<file path="src/rtl/fetch_unit.sv">
// -----------------------------------------------------------------------------
// fetch_unit
//   Instruction fetch stage that sits directly in front of a synchronous program
//   memory with 1-cycle read latency. The memory samples the address at posedge
//   and returns the word during the following cycle. This block drives that
//   address and pairs each returned word with the PC it was fetched from.
//
//   Behaviour summary:
//     - Decode stalls hold the in-flight word. To keep it stable, the address of
//       that word is presented to pmem again.
//     - A branch redirect is taken in the same cycle. The target goes straight to
//       pmem, so no extra bubble is inserted.
//     - A saturating counter tracks how many instructions decode has accepted.
//
//   Ports:
//     clock           - single clock; all state changes on posedge
//     reset           - asynchronous, active-high
//     in_stall        - decode cannot accept out_instr this cycle
//     in_redirect     - branch taken: refetch from in_redirect_pc
//     in_redirect_pc  - redirect target (byte address; low bits are ignored)
//     in_pmem_word    - pmem read data for the address sampled at the last edge
//     out_pmem_addr   - byte address to pmem (combinational)
//     out_pc          - PC of out_instr
//     out_instr       - fetched instruction (pass-through of in_pmem_word)
//     out_valid       - out_pc/out_instr are valid
//     out_fetch_count - instructions accepted by decode, saturating
// -----------------------------------------------------------------------------
module fetch_unit #(
    parameter int                    WORD_WIDTH = 16,
    parameter int                    ADDR_WIDTH = 12,
    parameter logic [ADDR_WIDTH-1:0] RESET_PC   = '0,
    parameter int                    CNT_WIDTH  = 16
) (
    input  logic                  clock,
    input  logic                  reset,
    input  logic                  in_stall,
    input  logic                  in_redirect,
    input  logic [ADDR_WIDTH-1:0] in_redirect_pc,
    input  logic [WORD_WIDTH-1:0] in_pmem_word,
    output logic [ADDR_WIDTH-1:0] out_pmem_addr,
    output logic [ADDR_WIDTH-1:0] out_pc,
    output logic [WORD_WIDTH-1:0] out_instr,
    output logic                  out_valid,
    output logic [CNT_WIDTH-1:0]  out_fetch_count
);

    // Bytes per instruction. This is assumed to be a power of two.
    localparam int                    STEP       = WORD_WIDTH / 8;
    localparam logic [ADDR_WIDTH-1:0] STEP_A     = ADDR_WIDTH'(STEP);
    localparam logic [ADDR_WIDTH-1:0] ALIGN_MASK = ~ADDR_WIDTH'(STEP - 1);
    localparam logic [CNT_WIDTH-1:0]  CNT_MAX    = '1;

    // BOOT covers the single cycle after reset, when pmem has not yet been
    // given an address, so nothing valid is on in_pmem_word.
    typedef enum logic {BOOT, RUN} fsm_t;

    fsm_t                  fsm, fsm_next;
    logic [ADDR_WIDTH-1:0] fetch_pc, fetch_pc_next;   // next sequential address
    logic [ADDR_WIDTH-1:0] issued_pc, issued_pc_next; // address pmem sampled last edge
    logic [CNT_WIDTH-1:0]  count, count_next;
    logic [ADDR_WIDTH-1:0] target;

    // NOTE: sequential state uses non-blocking assignments. Every register sees
    // pre-edge values, and this block has no ordering dependency on the others.
    always_ff @(posedge clock or posedge reset) begin
        if (reset) begin
            fsm       <= BOOT;
            fetch_pc  <= RESET_PC;
            issued_pc <= RESET_PC;
            count     <= '0;
        end else begin
            fsm       <= fsm_next;
            fetch_pc  <= fetch_pc_next;
            issued_pc <= issued_pc_next;
            count     <= count_next;
        end
    end

    // NOTE: each output of this block gets a default before any branch. If a
    // path left one unassigned, a latch would be inferred.
    always_comb begin
        fsm_next       = fsm;
        fetch_pc_next  = fetch_pc;
        issued_pc_next = issued_pc;
        count_next     = count;
        target         = in_redirect_pc & ALIGN_MASK;

        if (in_redirect) begin
            // Squash the word currently on the bus and restart at the target.
            // A redirect has priority over a stall.
            issued_pc_next = target;
            fetch_pc_next  = target + STEP_A;
            fsm_next       = RUN;
        end else if (fsm == BOOT) begin
            issued_pc_next = fetch_pc;
            fetch_pc_next  = fetch_pc + STEP_A;
            fsm_next       = RUN;
        end else if (!in_stall) begin
            issued_pc_next = fetch_pc;
            fetch_pc_next  = fetch_pc + STEP_A;
            if (count != CNT_MAX) begin
                count_next = count + CNT_WIDTH'(1);
            end
        end
    end

    always_comb begin
        out_valid = (fsm == RUN) && !in_redirect;
        if (in_redirect) begin
            out_pmem_addr = target;
        end else if (in_stall && fsm == RUN) begin
            // Present the held word's address again, so pmem keeps returning it.
            out_pmem_addr = issued_pc;
        end else begin
            out_pmem_addr = fetch_pc;
        end
    end

    assign out_pc          = issued_pc;
    assign out_instr       = in_pmem_word;
    assign out_fetch_count = count;

endmodule

</file>
<file path="config.mk">
export PLATFORM = sky130hd
export DESIGN_NAME = fetch_unit
export DESIGN_NICKNAME = d
export VERILOG_FILES = /design/src/rtl/fetch_unit.sv
export SDC_FILE = /design/constraint.sdc
export NUM_CORES = 1
export LEC_CHECK = 0
export ABC_AREA = 1
export BUFFER_PORTS_ARGS = -buffer_cell sky130_fd_sc_hd__buf_2
export CORE_AREA = 2 2 81 83
export DETAILED_ROUTE_END_ITERATION = 12
export DIE_AREA = 0 0 83 85
export HOLD_SLACK_MARGIN = 0.1
export PLACE_DENSITY = 0.68
export REMOVE_ABC_BUFFERS = 1
export SLEW_MARGIN = 10
export SYNTH_ARGS = -nofsm -noshare
export SYNTH_HDL_FRONTEND = slang
export SYNTH_SLANG_ARGS = --single-unit
</file>
<file path="constraint.sdc">
create_clock -name clock -period 1.6 [get_ports clock]
set_input_delay 0 -clock clock [delete_from_list [all_inputs] [get_ports clock]]
set_output_delay 0 -clock clock [all_outputs]
set_load 0.01 [all_outputs]
</file>
# Word-level counts from Yosys, hierarchy flattened
# Cells that the tools add are included.
# totals
register_bits	41
inputBits	32
elab_cells	23
# op_classes
n_eq_ne	2
reduce_logical	4
bitwise_logic	2
n_mux	8
addsub	3
# op_table
op	n
$mux W12	8
$add A12 B2 Y12 const B	2
$add A16 B1 Y16 const B	1
$ne A16 B16 Y1 const B	1
$reduce_and A4 Y1	1
$ne A3 B3 Y1 const B	1
$logic_and A1 B1 Y1	2
$not A1 Y1	2
$logic_not A1 Y1	1

# Depth between registers and ports, before layout
# logic_depth
word_depth	4
ltp_mapped	12
depth_no_buf	11

# Worst setup path after synthesis
# OpenSTA, ideal clock, no wires.
# synth_timing
path_type	reg-to-reg
startpoint	register count[0], in the netlist out_fetch_count[0]
endpoint	register count[10], in the netlist out_fetch_count[10]
path_buffers	1
required_time_ns	1.484
setup_slack_ns	0.027
stages_incl_launch_ff	12
period_less_slack_ns	1.573
t_arrival_ns	1.457
setup_ns	0.116
path_cell_list	dfrtp_1 ha_1 inv_2 nor2_4 nand2_4 nor2_4 nand2_2 nand2_4 inv_4 buf_6 nand2_1 nand2_1
# synth_between
elab_chain_cells	2
elab_cells_between_ends	3
cone_classes	add/sub: 1; eq/ne: 1; reduce/logical: 1
# synth_lines
element	line	source
start: declaration	60	logic [CNT_WIDTH-1:0] count, count_next;
start signal: assignment	75	count <= count_next;
branches (longest 2 deep; another with $add A16 B1 Y16)	n/a	
# Parallel ways; which one is timed is not known.
# A chain may end at the register's enable or synchronous reset.

# Final worst setup path
# layout_timing
startpoint	register fsm
endpoint	output port out_pmem_addr[3]
# layout_between
elab_chain_cells	3
# layout_lines
element	line	source
start: declaration	57	fsm_t fsm, fsm_next;
start signal: assignment	72	fsm <= fsm_next;
$logic_and A1 B1 Y1	111	end else if (in_stall && fsm == RUN) begin
$mux W12	111	
$mux W12	109	if (in_redirect) begin
end: declaration	40	output logic [ADDR_WIDTH-1:0] out_pmem_addr,
# No other way between the ends.

==> metrics.txt <==
CP cell instances nand2_2, nor2_4, inv_2, buf_6, nor2_2, a31oi_1, buf_2; die height approximately 85 µm; Starting Density between 30% and 40%; via count 2,274; row count 29; vias in the first global route around 2.3k; clock sinks 39; max-cap violations 0; Cells after DPL approximately 450; CTS root buffer clkbuf_8; Crit path largest cell delay 0.39 ns; fin crit period around 1.5 ns; Required @ worst endpoint about 1.6 ns; first-pass GRT wire length between 10 and 15 mm; Cells after Synth approximately 330; largest cells by area after synthesis dfrtp_1 (41%), nand2_1 (20%), buf_4 (5.6%), nor2_1 (3.9%), nand3_1 (3.8%); ys async rst share 100%; layout cell share with drive strength beyond 1 around a quarter; IO Count between 80 and 90; ANT cells 0; ANT nets after route 0; overflow left after global routing 0; DR WL/cell between 10 and 15 µm; Total GRT Usage 17.5%; Detailed Place HPWL approximately 4 mm; Synth top area share roughly two fifths; reg2reg setup slack approximately 0.13 ns; Detailed Route Iter0 Violations 94; Synth Cell Area approximately 2400 µm²; post-layout util between 50% and 60%; run status finished, final reports clean; clock buffer depth 2; Netlist cell types 31; DRC viols 0; Pins Over Slew Limit 0; TritonRoute pass-1 iters 4; post-synthesis sequential area ratio around 40%; CP max-delay cell dfrtp_1; CTS clock-pin slew for the worst setup and hold paths approximately 0.080 ns; VDD IR max approximately 0.48 mV; CTS tree yes; DIE AREA 7060 µm²; RSZ-0062 raised after global routing yes; LEAKAGE approximately 1.6 nW; area post-placement 2730 µm²; Worst Hold Class input port to flop; number of flops mapped to enable cells by yosys 0; post-synth top area cell dfrtp_1; initial antenna violation count 0; Final Hold Fails 0; Core ar. 6200 µm²; H-tree depth 2; PortBufs 53; crit-path max FO 12; mean post-synth cell area 7.34 µm²; Placer Congestion 0.872; post-synthesis register bit count 39; critical path capture point type primary output; largest net degree at the start of global routing 40; PwrDens approximately 890 nW/µm²; Routed Wire Length roughly 6 mm; WP data arrival roughly 1.5 ns; warnings from Yosys 0; final setup margin 0.0628 ns; Die Width just over 80 µm; area added between synthesis and finish 29.7%; total power between 2 and 3 mW; worst slack, placed 0.0922 ns; post-route insts no fill between 400 and 500; Setup Skew about 0.0042 ns; fmax 651 MHz; top_reg_cell synth dfrtp_1; CTS Buf Count 5; clock latency on the worst-skew pair around 0.30 ns; Total Nets Final 439; Design Area, Final roughly 3100 µm²; type of origin of the critical path flop; Worst Max-Slew Pin Slew slightly above 0.5 ns; CP Class flop to primary output; Rel. slew slack 65.8%; Vias/cell ~4.7; Tcrit/Tclk final ~96%; Final Setup Violations 0
## stage by stage
stage,setup TNS (ns),hold WS [ns]
CTS,0,0.101
finish,0,0.114
global route,-0.0381,0.122
floorplan,-4.17,0
global placement,0,0.0000879
detailed placement,0,0.0000879
## sequential cells by signal, summed over array words and instances (netlist names)
signal and cells:
out_fetch_count 16, out_pc 11, fsm 1, fetch_pc 11
## repair_timing
item,in CTS,in global routing
hold buffers,23,0
resized for setup,3,9
buffers inserted,0,0
hold endpoints to repair,62,0
setup endpoints to repair,7,19
cloned,1,0
## worst paths after layout
path                                                     start                               to  cells past startpoint
worst max register to register  out_fetch_count[0]$_DFFE_PP0P_  out_fetch_count[12]$_DFFE_PP0P_                     10
worst max-delay path                             fsm$_DFF_PP0_                 out_pmem_addr[3]                      7
worst min-delay path                         in_redirect_pc[9]          fetch_pc[9]$_DFFE_PP0P_                      5
worst min register to register         fetch_pc[6]$_DFFE_PP0P_          fetch_pc[6]$_DFFE_PP0P_                      2
max in group asynchronous                                reset         fetch_pc[11]$_DFFE_PP0P_                      4
min in group asynchronous                                reset   out_fetch_count[7]$_DFFE_PP0P_                      4
## cell families after synthesis
group	share of synthesized area [%]
flip-flops	40.6
AO/OA/AOI/OAI	8.49
other	0.313
XOR/XNOR	4.38
buffers and inverters	12.1
AND/OR/NAND/NOR	33.0
adder cells (fa/ha/maj)	1.04
## per-layer routing
layer  vias to the layer above  share of wire, %  track usage (%)  wire length, µm
met5                         -                 0                0                0
met2                        61                50             31.1             2920
li1                       1162                 -                -                -
met1                      1040                44             21.6             2580
met4                         0               1.7             5.66               97
met3                        11               4.6             2.92              268
## cell usage in the layout (no fill, tap or decap), drive strengths merged
cell,synthesis,routed
dlygate4sd3,0,23
buf,24,73
nand4,2,2
nor3,2,2
a31oi,6,6
nand3,18,18
nor2,30,30
conb,2,3
o21a,8,8
o21ai,18,18
nand3b,1,1
or2,3,3
xor2,3,3
clkbuf,3,8
inv,23,23
clkdlybuf4s15,0,1
ha,2,2
and2,1,1
a21oi,2,2
o22ai,1,1
xnor2,9,9
dfrtp,39,39
nand2,130,130
## report_power, final
part           switching (mW)  internal [mW]
Combinational           0.449          0.369
Clock                   0.357          0.394
Sequential             0.0948           1.12
## layout make-up
class	count	area (µm²)
sequential	39	976
inverter	23	88.8
tap	77	96.3
multi-input combinational	239	1170
fill	580	3090
clock buffer	8	100
timing repair buffer	97	677
## critical path: cells and delay by family, from the launching register on
kind	cells	cell delay, ns
buffers and inverters	3	0.49
flip-flops	1	0.39
AND/OR/NAND/NOR	3	0.23
AO/OA/AOI/OAI	1	0.14
## Yosys cell counts (all sizes together), types with 6 or more instances
master	number
a31oi	6
buf	24
dfrtp	39
inv	23
nand2	130
nand3	18
nor2	30
o21a	8
o21ai	18
xnor2	9
Power figures use the tool's default switching activity.
